$ cat config.mk
export PLATFORM = sky130hd
export DESIGN_NAME = cla_seq_adder
export DESIGN_NICKNAME = d
export VERILOG_FILES = /design/src/rtl/cla_pkg.sv /design/src/rtl/cla16_slice.sv /design/src/rtl/cla_seq_adder.sv
export SDC_FILE = /design/constraint.sdc
export NUM_CORES = 1
export LEC_CHECK = 0
export CAP_MARGIN = 20
export CORE_MARGIN = 2
export CORE_UTILIZATION = 25
export CTS_CLUSTER_DIAMETER = 120
export DETAILED_ROUTE_END_ITERATION = 8
export GPL_TIMING_DRIVEN = 0
export PLACE_DENSITY = 0.44
export SYNTH_ARGS = -nofsm -noshare
export SYNTH_HDL_FRONTEND = slang
export SYNTH_SLANG_ARGS = --single-unit
$ cat constraint.sdc
create_clock -name clk -period 3.7 [get_ports clk]
set_input_delay 0.74 -clock clk [delete_from_list [all_inputs] [get_ports clk]]
set_output_delay 0.74 -clock clk [all_outputs]
set_load 0.1 [all_outputs]
$ cat src/rtl/cla_pkg.sv
// -----------------------------------------------------------------------------
// cla_pkg
// Shared definitions for the sequential carry-lookahead adder:
//   WORD_W  - width of the single CLA slice (one operand word per clock)
//   STATE_W - width of the sequencer state encoding
//   IDX_W   - width of the word index (covers up to 8 words)
//   state_e - sequencer states IDLE / RUN / DONE
// -----------------------------------------------------------------------------
package cla_pkg;

    localparam int WORD_W  = 16;
    localparam int STATE_W = 2;
    localparam int IDX_W   = 3;

    typedef enum logic [STATE_W-1:0] {
        IDLE = 2'd0,
        RUN  = 2'd1,
        DONE = 2'd2
    } state_e;

endpackage

$ cat src/rtl/cla16_slice.sv
// -----------------------------------------------------------------------------
// cla16_slice
// Combinational 16-bit carry-lookahead adder: four 4-bit lookahead groups
// with a second lookahead level across the group generate/propagate terms.
// Ports:
//   a, b  [15:0] - addends
//   cin          - carry in
//   sum   [15:0] - a + b + cin (mod 2^16)
//   cout         - carry out of bit 15 (c16)
// -----------------------------------------------------------------------------
module cla16_slice
    import cla_pkg::*;
(
    input  logic [WORD_W-1:0] a,
    input  logic [WORD_W-1:0] b,
    input  logic              cin,
    output logic [WORD_W-1:0] sum,
    output logic              cout
);

    logic [WORD_W-1:0] w_g;   // bit generate
    logic [WORD_W-1:0] w_p;   // bit propagate
    logic [WORD_W-1:0] w_c;   // carry into each bit
    logic [3:0]        w_gg;  // group generate
    logic [3:0]        w_gp;  // group propagate
    logic [4:0]        w_gc;  // carry into each group, w_gc[4] = c16

    assign w_g = a & b;
    assign w_p = a ^ b;

    // Group-level lookahead: every group carry depends only on cin and the
    // group G/P terms, so no carry ripples through the groups.
    assign w_gc[0] = cin;
    assign w_gc[1] = w_gg[0] | (w_gp[0] & cin);
    assign w_gc[2] = w_gg[1] | (w_gp[1] & w_gg[0]) | (w_gp[1] & w_gp[0] & cin);
    assign w_gc[3] = w_gg[2] | (w_gp[2] & w_gg[1]) | (w_gp[2] & w_gp[1] & w_gg[0])
                   | (w_gp[2] & w_gp[1] & w_gp[0] & cin);
    assign w_gc[4] = w_gg[3] | (w_gp[3] & w_gg[2]) | (w_gp[3] & w_gp[2] & w_gg[1])
                   | (w_gp[3] & w_gp[2] & w_gp[1] & w_gg[0])
                   | (w_gp[3] & w_gp[2] & w_gp[1] & w_gp[0] & cin);

    genvar k;
    generate
        for (k = 0; k < 4; k++) begin : g_grp
            assign w_gg[k] = w_g[4*k+3]
                           | (w_p[4*k+3] & w_g[4*k+2])
                           | (w_p[4*k+3] & w_p[4*k+2] & w_g[4*k+1])
                           | (w_p[4*k+3] & w_p[4*k+2] & w_p[4*k+1] & w_g[4*k]);
            assign w_gp[k] = &w_p[4*k+3:4*k];

            // Bit carries inside a group, expanded from the group carry-in.
            assign w_c[4*k]   = w_gc[k];
            assign w_c[4*k+1] = w_g[4*k] | (w_p[4*k] & w_gc[k]);
            assign w_c[4*k+2] = w_g[4*k+1] | (w_p[4*k+1] & w_g[4*k])
                              | (w_p[4*k+1] & w_p[4*k] & w_gc[k]);
            assign w_c[4*k+3] = w_g[4*k+2] | (w_p[4*k+2] & w_g[4*k+1])
                              | (w_p[4*k+2] & w_p[4*k+1] & w_g[4*k])
                              | (w_p[4*k+2] & w_p[4*k+1] & w_p[4*k] & w_gc[k]);
        end
    endgenerate

    assign sum  = w_p ^ w_c;
    assign cout = w_gc[4];

endmodule

$ cat src/rtl/cla_seq_adder.sv
// -----------------------------------------------------------------------------
// cla_seq_adder
// Multi-cycle W = 16*WORDS bit adder/subtractor that streams the operands
// through one 16-bit CLA slice, least-significant word first, keeping the
// inter-word carry in a register.
// Ports:
//   clk, rst_n           - clock, asynchronous active-low reset
//   in_valid / in_ready  - operand handshake (in_a, in_b, in_sub)
//   in_sub               - 1: A - B, 0: A + B
//   out_valid / out_ready- result handshake
//   out_sum              - W-bit result
//   out_cout             - carry out of the MSB (1 = no borrow on subtract)
//   out_ovf              - signed two's-complement overflow
//   busy                 - high while words are being processed
// -----------------------------------------------------------------------------
module cla_seq_adder
    import cla_pkg::*;
#(
    parameter int WORDS = 4
) (
    input  logic                    clk,
    input  logic                    rst_n,
    input  logic                    in_valid,
    output logic                    in_ready,
    input  logic [WORD_W*WORDS-1:0] in_a,
    input  logic [WORD_W*WORDS-1:0] in_b,
    input  logic                    in_sub,
    output logic                    out_valid,
    input  logic                    out_ready,
    output logic [WORD_W*WORDS-1:0] out_sum,
    output logic                    out_cout,
    output logic                    out_ovf,
    output logic                    busy
);

    localparam int               W        = WORD_W * WORDS;
    localparam logic [IDX_W-1:0] LAST_IDX = IDX_W'(WORDS - 1);

    state_e            r_state;
    state_e            w_state_nxt;
    logic [W-1:0]      r_a;
    logic [W-1:0]      r_b;       // holds ~B for subtraction
    logic [W-1:0]      r_sum;
    logic              r_carry;
    logic [IDX_W-1:0]  r_idx;
    logic              r_cout;
    logic              r_ovf;

    logic [WORD_W-1:0] w_word_sum;
    logic              w_c16;
    logic [W-1:0]      w_sum_top;
    logic              w_accept;
    logic              w_last;
    logic              w_ovf;

    cla16_slice u_slice (
        .a    (r_a[WORD_W-1:0]),
        .b    (r_b[WORD_W-1:0]),
        .cin  (r_carry),
        .sum  (w_word_sum),
        .cout (w_c16)
    );

    assign w_accept  = in_valid & in_ready;
    assign w_last    = (r_idx == LAST_IDX);
    // New word enters at the top of the result; after WORDS shifts the
    // first word computed has reached bit 0.
    assign w_sum_top = W'(w_word_sum) << (W - WORD_W);
    // Overflow of the top word: equal operand signs, different result sign.
    assign w_ovf     = (r_a[WORD_W-1] == r_b[WORD_W-1]) &&
                       (w_word_sum[WORD_W-1] != r_a[WORD_W-1]);

    // Sequencer state register
    always_ff @(posedge clk or negedge rst_n) begin
        if (!rst_n) begin
            r_state <= IDLE;
        end else begin
            r_state <= w_state_nxt;
        end
    end

    // Sequencer next-state logic
    always_comb begin
        w_state_nxt = r_state;
        case (r_state)
            IDLE: begin
                if (in_valid) begin
                    w_state_nxt = RUN;
                end else begin
                    w_state_nxt = IDLE;
                end
            end
            RUN: begin
                if (w_last) begin
                    w_state_nxt = DONE;
                end else begin
                    w_state_nxt = RUN;
                end
            end
            DONE: begin
                if (out_ready) begin
                    w_state_nxt = IDLE;
                end else begin
                    w_state_nxt = DONE;
                end
            end
            default: begin
                w_state_nxt = IDLE;
            end
        endcase
    end

    // Handshake and status outputs decoded from the state register
    always_comb begin
        in_ready  = 1'b0;
        busy      = 1'b0;
        out_valid = 1'b0;
        case (r_state)
            IDLE:    in_ready  = 1'b1;
            RUN:     busy      = 1'b1;
            DONE:    out_valid = 1'b1;
            default: in_ready  = 1'b0;
        endcase
    end

    // Operand shift registers, carry, index and result registers
    always_ff @(posedge clk or negedge rst_n) begin
        if (!rst_n) begin
            r_a     <= {W{1'b0}};
            r_b     <= {W{1'b0}};
            r_sum   <= {W{1'b0}};
            r_carry <= 1'b0;
            r_idx   <= {IDX_W{1'b0}};
            r_cout  <= 1'b0;
            r_ovf   <= 1'b0;
        end else begin
            case (r_state)
                IDLE: begin
                    if (w_accept) begin
                        r_a     <= in_a;
                        // Subtraction is A + ~B + 1: invert B, seed carry.
                        r_b     <= in_sub ? ~in_b : in_b;
                        r_carry <= in_sub;
                        r_idx   <= {IDX_W{1'b0}};
                    end
                end
                RUN: begin
                    r_a     <= r_a >> WORD_W;
                    r_b     <= r_b >> WORD_W;
                    r_sum   <= (r_sum >> WORD_W) | w_sum_top;
                    r_carry <= w_c16;
                    r_idx   <= r_idx + 3'd1;
                    if (w_last) begin
                        r_cout <= w_c16;
                        r_ovf  <= w_ovf;
                    end
                end
                default: begin
                    r_idx <= r_idx;
                end
            endcase
        end
    end

    assign out_sum  = r_sum;
    assign out_cout = r_cout;
    assign out_ovf  = r_ovf;

endmodule
==> flow_summary.yaml, run 1 <==
timing:
  period_needed_ns: 3.281
  grt_setup_unrepaired: "no"
  maxClockFrequency_ghz: 0.3048
  finalSetupViolCount: 0
  whs_ns: 0.1896
  finClkSkew_ns: 0.009725
  report.final.slew_viol_count: 0
  post-route-period-util_pct: 88.67
  hold_viol: 0
  tightestPinTransition_ns: 1.030
  timing.slew.headroom_pct: 31.14
  postLayoutSetupSlackWorst_ns: 0.4192
drt:
  detail_route.first_pass.iterations: 5
  wire_per_inst_um: 17.21
  drc_markers: 0
  post_detailed_route_via_to_cell_ratio: 4.457
  wirelength_um: 30130
  first_iter_violations: 437
  final_antenna_net_count: 0
  detailroute.via_count: 7805
global_route:
  pin_count_of_the_biggest_net_entering_global_routing: 83
  first_global_vias: 7908
  grt_pass1_wl_um: 46820
  antenna_violations_before_repair: 0
  grt.overflow.total: 0
  track_usage_pct: 15.73
clock_tree:
  clock_latency_ns: 0.44
  post_cts_buffers: 0
  tritoncts.num_buffers: 17
  cts-root-to-sink-buffers: 2
  root_buffer: "sky130_fd_sc_hd__clkbuf_16"
  tritoncts: "built"
  htree_levels: 4
  worst_setup_hold_path_clk_slew_ns: 0.08
  clock-sinks: 200
  hold_fix_buffer_count_after_cts: 0
floorplan:
  boundaryPins: 202
  site_rows: 71
  floorplan.core_area_um2: 37400
  starting_utilization_of_the_core_area_pct: 25.16
  chipHeight_um: 198
  die_area_um2: 39200
  die_width_um: 198
flow_run:
  timing.max_cap.violations: 0
min_path:
  hp-class: "in -> async"
placement:
  dp_slack_ns: 0.1683
  io_buffers: 200
  detailedPlacementHpwl_um: 23200
  finalWeightedCongestion: 0.7823
finish:
  multi_input_area_um2: 4073
  final_cell_mix: "301 x sky130_fd_sc_hd__nand2_1, 200 x sky130_fd_sc_hd__dfrtp_1, 198 x sky130_fd_sc_hd__clkdlybuf4s50_1"
  mostFrequentLayoutCell: "sky130_fd_sc_hd__nand2_1"
  finish.utilization_pct: 33.86
  post_route_cells_drive_above_1_share_pct: 5.726
  area.growth.synth_to_final_pct: 34.60
  num_antenna_cells: 0
  finalNetCount: 1384
  fill_cells: 3929
  seqCellArea_um2: 5005
synthesis:
  synth.ff_latch_count: 200
  synthFlopType: "sky130_fd_sc_hd__dfrtp_1"
  synth_enable_flop_cells: 0
  synthCells: 1008
  ys.warnings.count: 0
  synth_cell_type_count: 48
  synth.cell_area_um2: 9409
  synth.yosys.seq_area_share_pct: 53.19
  synthArstFlopShare_pct: 100.0
  syn_nets: 1163
  avgSynthCellArea_um2: 9.334
worst_setup_path:
  worst_setup_path_end_kind: "output pin"
  timing.rr.end: "out_sum[61]"
  cp_cell_sequence: "nand2b_1 -> buf_2 -> inv_2 -> buf_2 -> buf_1 -> clkbuf_2"
  path_max_fanout: 10
  cp_slowest_cell: "sky130_fd_sc_hd__clkbuf_2"
  setup.worst_path.start_class: "register"
  timing.critical_path.required_ns: 2.96
  cp_slowest_stage_delay_ns: 0.56
  timing.setup.critical_path_class: "reg -> out"
  r2r.worst_path.cells: 9
  worstSetupStartpoint: "r_state[1]"
  worst-endpoint-arrival_ns: 2.54
  critical_path.endpoint: "busy"
  critical_path.reg2reg.startpoint: "r_a[0]"
  critPathMostFrequentCell: "sky130_fd_sc_hd__buf_2"
  rrSetupSlack_ns: 0.99
outcome:
  outcome: "complete, no violations"
==> layout make-up <==
cell class / count / area share, %
Inverter: 6 / 0.1778
Tap cell: 511 / 5.048
Multi-Input combinational cell: 730 / 32.16
Timing Repair Buffer: 202 / 16.24
Sequential cell: 200 / 39.52
Clock inverter: 12 / 0.9484
Clock buffer: 18 / 3.468
Buffer: 72 / 2.440
==> kinds of logic after synthesis <==
| kind of cell | synth area share (%) |
|---|---|
| muxes | 0.2128 |
| and+or+nand+nor | 19.24 |
| adders and majority gates | 3.245 |
| DFF | 53.19 |
| buffers and inverters | 3.524 |
| xor gates and xnor gates | 6.516 |
| AOI/OAI and AO/OA | 14.07 |
==> synthesized netlist by cell type (5+ instances only) <==
library cell / instances / area [um2]
sky130_fd_sc_hd__a21oi_1: 8 / 40.04
sky130_fd_sc_hd__a221o_1: 48 / 480.5
sky130_fd_sc_hd__a31oi_1: 49 / 306.5
sky130_fd_sc_hd__buf_1: 18 / 67.56
sky130_fd_sc_hd__buf_2: 25 / 125.1
sky130_fd_sc_hd__clkbuf_1: 28 / 105.1
sky130_fd_sc_hd__dfrtp_1: 200 / 5005
sky130_fd_sc_hd__ha_1: 18 / 225.2
sky130_fd_sc_hd__inv_1: 5 / 18.77
sky130_fd_sc_hd__nand2_1: 301 / 1130
sky130_fd_sc_hd__nand3_1: 26 / 130.1
sky130_fd_sc_hd__nor2_1: 108 / 405.4
sky130_fd_sc_hd__o21ai_0: 50 / 250.2
sky130_fd_sc_hd__xnor2_1: 68 / 595.6
==> how the worst min path moves through the flow <==
stage,from,end,slack [ns],cells past startpoint
5_1_grt,rst_n,r_a[53],0.20,1
6_report,rst_n,r_a[53],0.19,1
4_1_cts,rst_n,r_a[53],0.20,1
3_5_place_dp,out_sum[10],out_sum[10],0.46,2
3_3_place_gp,out_sum[1],out_sum[1],0.46,2
2_1_floorplan,rst_n,out_cout,0.44,0
==> state kept, by name, indices dropped and copies added, names as in the netlist <==
signal	cells
r_state	2
out_cout	1
r_a	64
out_ovf	1
out_sum	64
r_b	64
r_carry	1
r_idx	3
==> critical path, delay by kind of cell, from the launching register on <==
family | cells | cell delay (ns)
buf+inv | 5 | 1.57
flops | 1 | 0.39
simple gates | 1 | 0.14
==> through the flow <==
| stage | setup TNS [ns] | instances | instance area [um2] |
|---|---|---|---|
| floorplan | 0 | 1008 | 9409 |
| global placement | -1429.14 | 1719 | 12050 |
| detailed placement | 0 | 1721 | 12110 |
| CTS | 0 | 1751 | 12670 |
| global route | 0 | 1751 | 12660 |
| finish | 0 | 1751 | 12660 |
==> what timing repair did <==
item | CTS | global route
setup endpoints to repair | 1 | 1
gates cloned | 0 | 0
resized for setup | 1 | 2
hold endpoints to repair | 0 | 0
==> per-layer routing <==
layer / share of wire [%] / track usage [%] / up-vias
li1: - / - / 3866
met1: 48 / 21.50 / 3733
met2: 47 / 25.55 / 186
met3: 4.3 / 2.998 / 20
met4: 1.2 / 4.066 / 0
met5: 0 / 0 / -
Power of run 1 is left out: the tool's default activity adds up to more than one toggle a clock period on the data nets, which glitch-free logic cannot reach.
==> inputs of run 2 (changes only) <==
Settings changed: RECOVER_POWER set to 25.
==> run 2 against run 1 <==
Net effect:
- the flow now finishes with violations (capacitance limit, slew limit)
- die area unchanged
- first-iteration DRC count stayed put
- core utilization about the same
- register-to-register slack barely moved
- critical path depth did not move
- sequential share of layout area about the same
==> flow_summary.yaml, run 2 (synthesized netlist as in run 1, its figures left out) <==
finish:
  final_cell_mix: "301 x sky130_fd_sc_hd__nand2_1, 200 x sky130_fd_sc_hd__dfrtp_1, 198 x sky130_fd_sc_hd__clkdlybuf4s50_1"
  post_route_cells_drive_above_1_share_pct: 5.645
  finalNetCount: 1384
  num_antenna_cells: 0
  layout.cell_area.non_filler_um2: 12660
  fill_cells: 3930
  area.growth.synth_to_final_pct: 34.55
  mostFrequentLayoutCell: "sky130_fd_sc_hd__nand2_1"
  final_cells: 1751
global_route:
  grt.overflow.total: 0
  first_global_vias: 7908
  grt_pass1_wl_um: 46820
  track_usage_pct: 15.73
  antenna_violations_before_repair: 0
  pin_count_of_the_biggest_net_entering_global_routing: 83
drt:
  post_detailed_route_via_to_cell_ratio: 4.457
  detailroute.via_count: 7805
  wire_per_inst_um: 17.21
  final_antenna_net_count: 0
  wirelength_um: 30130
  drc_markers: 0
  detail_route.first_pass.iterations: 5
  first_iter_violations: 437
clock_tree:
  clock_latency_ns: 0.44
  tritoncts.num_buffers: 17
  worst_setup_hold_path_clk_slew_ns: 0.07
  root_buffer: "sky130_fd_sc_hd__clkbuf_16"
  cts-root-to-sink-buffers: 2
  clock-sinks: 200
  htree_levels: 4
  tritoncts: "built"
  hold_fix_buffer_count_after_cts: 0
floorplan:
  die_width_um: 198
  floorplan.core_area_um2: 37400
  boundaryPins: 202
  starting_utilization_of_the_core_area_pct: 25.16
  chipHeight_um: 198
  site_rows: 71
  die_area_um2: 39200
placement:
  detailedPlacementHpwl_um: 23200
  finalWeightedCongestion: 0.7823
  numPlacedInstances: 1721
  placed_area_um2: 12110
  io_buffers: 200
timing:
  tightestPinTransition_ns: 2.618
  maxClockFrequency_ghz: 0.3048
  report.final.slew_viol_count: 49
  hold_viol: 0
  finClkSkew_ns: 0.009725
  post-route-period-util_pct: 88.67
  period_needed_ns: 3.281
  timing.slew.headroom_pct: -74.53
  grt_setup_unrepaired: "no"
  finalSetupViolCount: 0
worst_setup_path:
  worst-endpoint-arrival_ns: 2.54
  path_max_fanout: 10
  timing.setup.critical_path_class: "reg -> out"
  worst_setup_path_end_kind: "output pin"
  setup.worst_path.start_class: "register"
  timing.critical_path.required_ns: 2.96
min_path:
  hp-class: "reg -> reg"
outcome:
  outcome: "finished, violations left"
  violated_checks: "capacitance limit, slew limit"
flow_run:
  timing.max_cap.violations: 1
==> run 2: critical path, cell delays in order (launching register included) <==
cell and delay, ns:
sky130_fd_sc_hd__dfrtp_1 0.39, sky130_fd_sc_hd__nand2b_1 0.14, sky130_fd_sc_hd__buf_2 0.18, sky130_fd_sc_hd__inv_2 0.08
sky130_fd_sc_hd__buf_2 0.27, sky130_fd_sc_hd__buf_1 0.48, sky130_fd_sc_hd__clkbuf_2 0.56
==> run 2: path summary, 6_finish.rpt <==
kind	depth (start not counted)	slack [ns]	end	from
hold reg to reg	2	0.48	out_sum[4]	out_sum[4]
setup reg to reg	9	0.99	out_sum[61]	r_a[0]
hold / removal	2	0.48	out_sum[4]	out_sum[4]
max in group asynchronous	1	0.87	out_sum[9]	rst_n
min in group asynchronous	1	1.30	r_a[53]	rst_n
setup / recovery	6	0.42	busy	r_state[1]
==> run 2: timing repair <==
action | CTS | global route
resized for setup | 1 | 2
pin swaps | 0 | 0
cloned | 0 | 0
endpoints found under the setup margin | 1 | 1
setup buffers | 0 | 0
==> run 2: per-stage QoR <==
stage / util (%) / setup slack (ns) / setup TNS (ns) / hold slack (ns)
CTS: 33.87 / 0.01163 / 0 / 0.1959
global route: 33.85 / 0.2887 / 0 / 0.4933
floorplan: - / 0.9242 / 0 / 0.4444
global placement: 32.22 / -7.174 / -1429.14 / 0.4595
detailed placement: 32.38 / 0.1683 / 0 / 0.4630
finish: 33.85 / 0.4192 / 0 / 0.4751
==> run 2: final cells by class <==
class,instances,area [um2],share of cell area (%)
inverters,6,22.52,0.1779
well taps,511,639.4,5.050
plain buffers,72,309.0,2.441
multi-input cells,730,4073,32.17
repair buffers,202,2052,16.21
clock inverters,12,120.1,0.9488
clock buffers,18,439.2,3.469
flip-flops and latches,200,5005,39.53
==> run 2: layer usage <==
metal  GRT usage (%)  vias up  wire, um
met2           25.55      186     14110
li1                -     3866         -
met4           4.066        0       372
met5               0        -         0
met3           2.998       20      1297
met1           21.50     3733     14350
Power of run 2 is left out for the same reason.
==> inputs of run 3 (changes only) <==
Settings changed: TNS_END_PERCENT set to 50.
==> results of run 3 <==
No change in the layout: final DEF, timing and power equal those of run 2.
Power of run 3 is left out for the same reason.
